$ cat config.mk
export PLATFORM = sky130hd
export DESIGN_NAME = fir_decimate
export DESIGN_NICKNAME = d
export VERILOG_FILES = /design/src/rtl/fir_decimate.sv
export SDC_FILE = /design/constraint.sdc
export NUM_CORES = 1
export LEC_CHECK = 0
export ABC_AREA = 0
export ABC_CLOCK_PERIOD_IN_PS = 6400
export CAP_MARGIN = 30
export CORE_ASPECT_RATIO = 0.6
export CORE_UTILIZATION = 37
export DETAILED_ROUTE_END_ITERATION = 8
export GPL_TIMING_DRIVEN = 0
export HOLD_SLACK_MARGIN = 0.1
export SLEW_MARGIN = 20
export SYNTH_ARGS = -nofsm -noshare
export SYNTH_HDL_FRONTEND = slang
export SYNTH_SLANG_ARGS = --single-unit
$ cat constraint.sdc
create_clock -name clk -period 6.4 [get_ports clk]
set_input_delay 0.64 -clock clk [delete_from_list [all_inputs] [get_ports clk]]
set_output_delay 0.64 -clock clk [all_outputs]
set_load 0.02 [all_outputs]
$ cat src/rtl/fir_decimate.sv
// rtl/fir_decimate.sv - decimator and frame packer between the FIR low-pass and the FFT readout
//
// Keeps every DEC-th filtered sample, phase-aligned to frame_start, groups
// the kept samples into frames of FRAME_LEN and queues them in a small FIFO
// that drains over a valid/ready stream.
//
// Ports:
//   clk         system clock
//   rst         asynchronous active-high reset
//   ce          input sample strobe, data_i valid when high
//   data_i      filtered sample (IW bits, signed)
//   frame_start single-cycle pulse at chirp start
//   data_o      head-of-FIFO sample (OW bits, truncated from data_i)
//   valid_o     data_o/last_o valid
//   ready_i     downstream accepts when high
//   last_o      head sample is the final sample of its frame
//   busy_o      high while a frame is being collected
//   overflow_o  sticky: a kept sample was dropped because the FIFO was full

module fir_decimate #(
    parameter int IW         = 14,
    parameter int OW         = 14,
    parameter int DEC        = 20,
    parameter int FRAME_LEN  = 1024,
    parameter int FIFO_DEPTH = 16
) (
    input  logic          clk,
    input  logic          rst,
    input  logic          ce,
    input  logic [IW-1:0] data_i,
    input  logic          frame_start,
    output logic [OW-1:0] data_o,
    output logic          valid_o,
    input  logic          ready_i,
    output logic          last_o,
    output logic          busy_o,
    output logic          overflow_o
);

    // DEC=1 would give a zero-width phase counter; keep one bit that stays 0.
    localparam int PW = (DEC > 1) ? $clog2(DEC) : 1;
    localparam int SW = $clog2(FRAME_LEN);
    localparam int AW = $clog2(FIFO_DEPTH);

    localparam logic [PW-1:0]   PHASE_MAX  = PW'(DEC - 1);
    // Phase following a kept frame_start sample.
    localparam logic [PW-1:0]   PHASE_NEXT = (DEC > 1) ? PW'(1) : '0;
    localparam logic [SW-1:0]   SAMPLE_MAX = SW'(FRAME_LEN - 1);
    localparam logic [AW:0]     FIFO_FULL  = (AW + 1)'(FIFO_DEPTH);

    typedef enum logic {
        IDLE,
        ACTIVE
    } state_t;

    state_t         state;
    logic [PW-1:0]  phase;
    logic [SW-1:0]  sample_cnt;

    logic [OW:0]    mem [FIFO_DEPTH];   // {last, sample}
    logic [AW-1:0]  wr_ptr;
    logic [AW-1:0]  rd_ptr;
    logic [AW:0]    count;

    logic           keep;
    logic           keep_last;
    logic           fifo_empty;
    logic           fifo_full;
    logic           push;
    logic           pop;
    logic [OW-1:0]  kept_data;

    // A frame_start with ce always keeps the current sample as frame sample 0,
    // whether starting from IDLE or restarting an active frame.
    assign keep       = ce && (frame_start || (state == ACTIVE && phase == '0));
    assign keep_last  = !frame_start && (sample_cnt == SAMPLE_MAX);
    assign kept_data  = data_i[IW-1 -: OW];

    assign fifo_empty = (count == '0);
    assign fifo_full  = (count == FIFO_FULL);
    assign pop        = !fifo_empty && ready_i;
    // A pop in the same cycle frees the slot, so a push into a full FIFO still lands.
    assign push       = keep && (!fifo_full || pop);

    assign valid_o    = !fifo_empty;
    assign data_o     = fifo_empty ? '0 : mem[rd_ptr][OW-1:0];
    assign last_o     = fifo_empty ? 1'b0 : mem[rd_ptr][OW];
    assign busy_o     = (state == ACTIVE);

    always_ff @(posedge clk or posedge rst) begin
        if (rst) begin
            state      <= IDLE;
            phase      <= '0;
            sample_cnt <= '0;
        end else if (frame_start) begin
            state <= ACTIVE;
            if (ce) begin
                phase      <= PHASE_NEXT;
                sample_cnt <= SW'(1);
            end else begin
                phase      <= '0;
                sample_cnt <= '0;
            end
        end else if (state == ACTIVE && ce) begin
            phase <= (phase == PHASE_MAX) ? '0 : phase + 1'b1;
            if (phase == '0) begin
                // Counters advance even when the FIFO drops the sample.
                if (keep_last) begin
                    sample_cnt <= '0;
                    state      <= IDLE;
                end else begin
                    sample_cnt <= sample_cnt + 1'b1;
                end
            end
        end
    end

    always_ff @(posedge clk or posedge rst) begin
        if (rst) begin
            wr_ptr     <= '0;
            rd_ptr     <= '0;
            count      <= '0;
            overflow_o <= 1'b0;
        end else begin
            if (push) begin
                wr_ptr <= wr_ptr + 1'b1;
            end
            if (pop) begin
                rd_ptr <= rd_ptr + 1'b1;
            end
            if (push && !pop) begin
                count <= count + 1'b1;
            end else if (pop && !push) begin
                count <= count - 1'b1;
            end
            if (keep && !push) begin
                overflow_o <= 1'b1;
            end
        end
    end

    // Storage needs no reset: the read side is gated by count.
    always_ff @(posedge clk) begin
        if (push) begin
            mem[wr_ptr] <= {keep_last, kept_data};
        end
    end

endmodule
==> run summary <==
For the worst-skew pair, the clock arrives at the later sink with an insertion delay of 0.55 ns. The placed instances occupy a cell area of roughly 0.012 mm^2. The leakage power is 4.37 nW. For this configuration, the core starts out at a cell density of 0.380. Once the clock tree was built, the setup fixing pass inserted 0 buffers. Each instance of the synthesized netlist takes up on average 19.2 um^2. Along the worst path, the maximum fanout reaches 10. The TritonCTS clock tree is done. For this run, the total global-route usage over all layers was measured as 0.163. The number of global-route vias before repair is ~5,900. In this run, synthesis inferred 240 flip-flops with an integrated enable. The count of input and output buffers is 35. In the final layout, the share of cells above drive strength 1 is 0.276. The per-cell routed wire length is around 22 um.

The violation count after the first detailed-route iteration is 621. The detailed placer's ending HPWL came out at 16.5 mm. The worst setup path is captured at a primary output. At the end of routability-driven placement, the weighted congestion stood at between 0.7 and 0.8.

The tree built by TritonCTS fans out to 270 sinks. The worst register-to-register path begins at phase[0]. The number of ports placed on the die boundary came out at 37. In the final design database the tool counted ~700 nets. The total number of H-tree levels is 1. Counting distinct cell types in the post-synthesis netlist gives between 50 and 60. The die is around 140 um tall. The final-report hold violation count is 0.

In this run the tightest slew margin relative to its limit is 0.369. The root buffer cell is sky130_fd_sc_hd__clkbuf_16. The post-synthesis to final-layout area growth came out at 18.1%. The synthesized netlist net count came out at 608.

The data arrival time of the critical path is 3.70 ns. The critical path start-end classification is reg -> out. The count of hold buffers inserted by post-cts repair came out at 0. The routed wire length is around 24 mm. The area of the placeable core came out at roughly 0.029 mm^2. VDD sags by at most around 300 uV. The antenna diode count is 0. In the routed layout, each cell is associated on average with a via count of roughly 5.3. The run finished with clean final reports.

The buffer depth of the longest clock path came out at 3. The final design area excluding fillers came out at 0.0130 mm^2. The count of yosys warnings during synthesis came out at 0. The critical path launch point is rd_ptr[1]. The global-route wire length before repair is around 36 mm. The main flop type after synthesis is sky130_fd_sc_hd__edfxtp_1. Yosys instantiated no cell more often than sky130_fd_sc_hd__edfxtp_1. The pre-antenna-repair detailed-routing pass consisted of 5 iterations. The total global routing overflow came out at 0. The instance count of the mapped netlist came out at between 500 and 600.

The setup-violating endpoint count in the final report is 0. The full die area is approximately 0.03 mm^2. The tightest min-delay check is of the reg -> reg type. The power density over the cells came out at between 400 and 500 mW/mm^2. The number of nets with antenna violations after detailed routing is 0. Dividing the final minimum period by the clock period gives 0.679. The minimum clock period is 4.34 ns. The dominant cell type by area after synthesis is sky130_fd_sc_hd__edfxtp_1. Summing internal, switching and leakage power gives between 5 and 6 mW. The async set-reset flop share out of synthesis came out at 0.111. The total count of max-transition violations in the final report came to 0. The count of unresolved DRC violations after routing came out at 0. At the end of the flow the core is filled with cells to 0.448. Ranked by instance count, the synthesized netlist is headed by sky130_fd_sc_hd__edfxtp_1 (240), sky130_fd_sc_hd__mux4_2 (60), sky130_fd_sc_hd__dfrtp_1 (30).

Setup repair after global routing left no endpoint under its margin. The vias after detailed routing is ~5,800. The share of synthesized area in the top cell type comes to 0.654.

The critical path launch point type is a register. The final hold slack came out at between 0.4 and 0.5 ns. The area of the mapped netlist is roughly 0.011 mm^2. The portion of the post-synthesis area used by sequential elements came out at 0.722. The initial antenna violation count came out at 0. After routing, the total negative slack on setup checks comes to 0 ns.

The CTS buffer count is 26. Entering global routing, the biggest net connects 31 pins. The slew at the pin closest to its max-slew limit is 0.938 ns. The worst path required time came out at roughly 5.8 ns. By area the synthesized netlist is led by sky130_fd_sc_hd__edfxtp_1 (65%), sky130_fd_sc_hd__mux4_2 (12%), sky130_fd_sc_hd__dfrtp_1 (6.8%). The setup clock skew after layout is 0.0182 ns. The achievable frequency came out at approximately 230 MHz.

The floorplan has 48 rows. The quantity of gates resized following cts came out at 0. After clock tree synthesis, the clock-pin slew on the worst setup and hold paths is approximately 0.06 ns. Max-cap violations in this run came to 0.

The floorplan step set the die width to approximately 220 um. The worst hold path begins at overflow_o. The synthesized flop and latch total is 270.
## sequential cells by signal (all words and copies together) (netlist names)
register and cells:
mem 240, wr_ptr 4, sample_cnt 10, count 5, rd_ptr 4, busy_o 1
phase 5, overflow_o 1
## cell type report
cell class | count | area [um^2]
timing repair buffer | 70 | 592
buffer | 27 | 135
clock inverter | 17 | 144
fill | 2456 | 16000
multi-input combinational | 259 | 2940
inverter | 19 | 71.3
tap | 400 | 500
clock buffer | 30 | 666
sequential | 270 | 7960
## layer usage
| layer | GRT usage | up-vias | part of all wire | wire (um) |
|---|---|---|---|---|
| met3 | 0.0291 | 32 | 0.052 | 1240 |
| met2 | 0.250 | 165 | 0.45 | 10800 |
| li1 | - | 2535 | - | - |
| met5 | 0 | - | 0 | 0 |
| met1 | 0.243 | 3056 | 0.48 | 11500 |
| met4 | 0.0321 | 0 | 0.016 | 392 |
## final timing paths
path,slack [ns],cells after the start,to
max reg2reg,2.92,14,count[4]
min in group asynchronous,0.52,2,phase[4]
max,2.06,6,data_o[12]
min reg2reg,0.48,1,overflow_o
max in group asynchronous,5.43,2,wr_ptr[2]
min,0.48,1,overflow_o
## critical path, cell delays in order, from the launching register on
cell and delay (ns):
sky130_fd_sc_hd__dfrtp_1 0.35, sky130_fd_sc_hd__buf_2 0.26, sky130_fd_sc_hd__buf_2 0.41, sky130_fd_sc_hd__clkbuf_1 0.76, sky130_fd_sc_hd__mux4_2 0.43, sky130_fd_sc_hd__a221o_1 0.39, sky130_fd_sc_hd__clkdlybuf4s50_1 0.55
## layout by cell type (no fill, tap or decap), types with 16 or more instances in the layout
master,n
sky130_fd_sc_hd__buf_2,19
sky130_fd_sc_hd__buf_4,26
sky130_fd_sc_hd__clkbuf_1,16
sky130_fd_sc_hd__clkbuf_16,26
sky130_fd_sc_hd__clkdlybuf4s50_1,35
sky130_fd_sc_hd__dfrtp_1,30
sky130_fd_sc_hd__edfxtp_1,240
sky130_fd_sc_hd__inv_1,16
sky130_fd_sc_hd__mux2_2,16
sky130_fd_sc_hd__mux4_2,60
sky130_fd_sc_hd__o21ai_0,16
## cells by family (layout without fill, tap and decap cells)
group | after synthesis | after routing | share of synthesized area
xor gates and xnor gates | 9 | 9 | 0.00716
buffers and inverters | 46 | 163 | 0.0187
AOI/OAI and AO/OA | 59 | 59 | 0.0381
and+or+nand+nor | 98 | 98 | 0.0549
muxes | 79 | 79 | 0.142
adders and majority gates | 14 | 14 | 0.0166
DFF | 270 | 270 | 0.722
## where the power goes
group / total [mW] / switching (mW) / leakage, nW / internal [mW]
Clock: 1.47 / 0.641 / 0.395 / 0.826
Sequential: 2.18 / 0.0749 / 2.55 / 2.10
Combinational: 1.94 / 1.02 / 1.42 / 0.925
Total: 5.58 / 1.73 / 4.37 / 3.85
## per-stage QoR
| stage | cells | worst slack [ns] |
|---|---|---|
| global route | 1092 | 1.92 |
| global placement | 1010 | 0.321 |
| floorplan | 575 | 2.83 |
| CTS | 1091 | 2.02 |
| finish | 1092 | 2.06 |
| detailed placement | 1044 | 2.26 |
(Power assumes the default switching activity.)
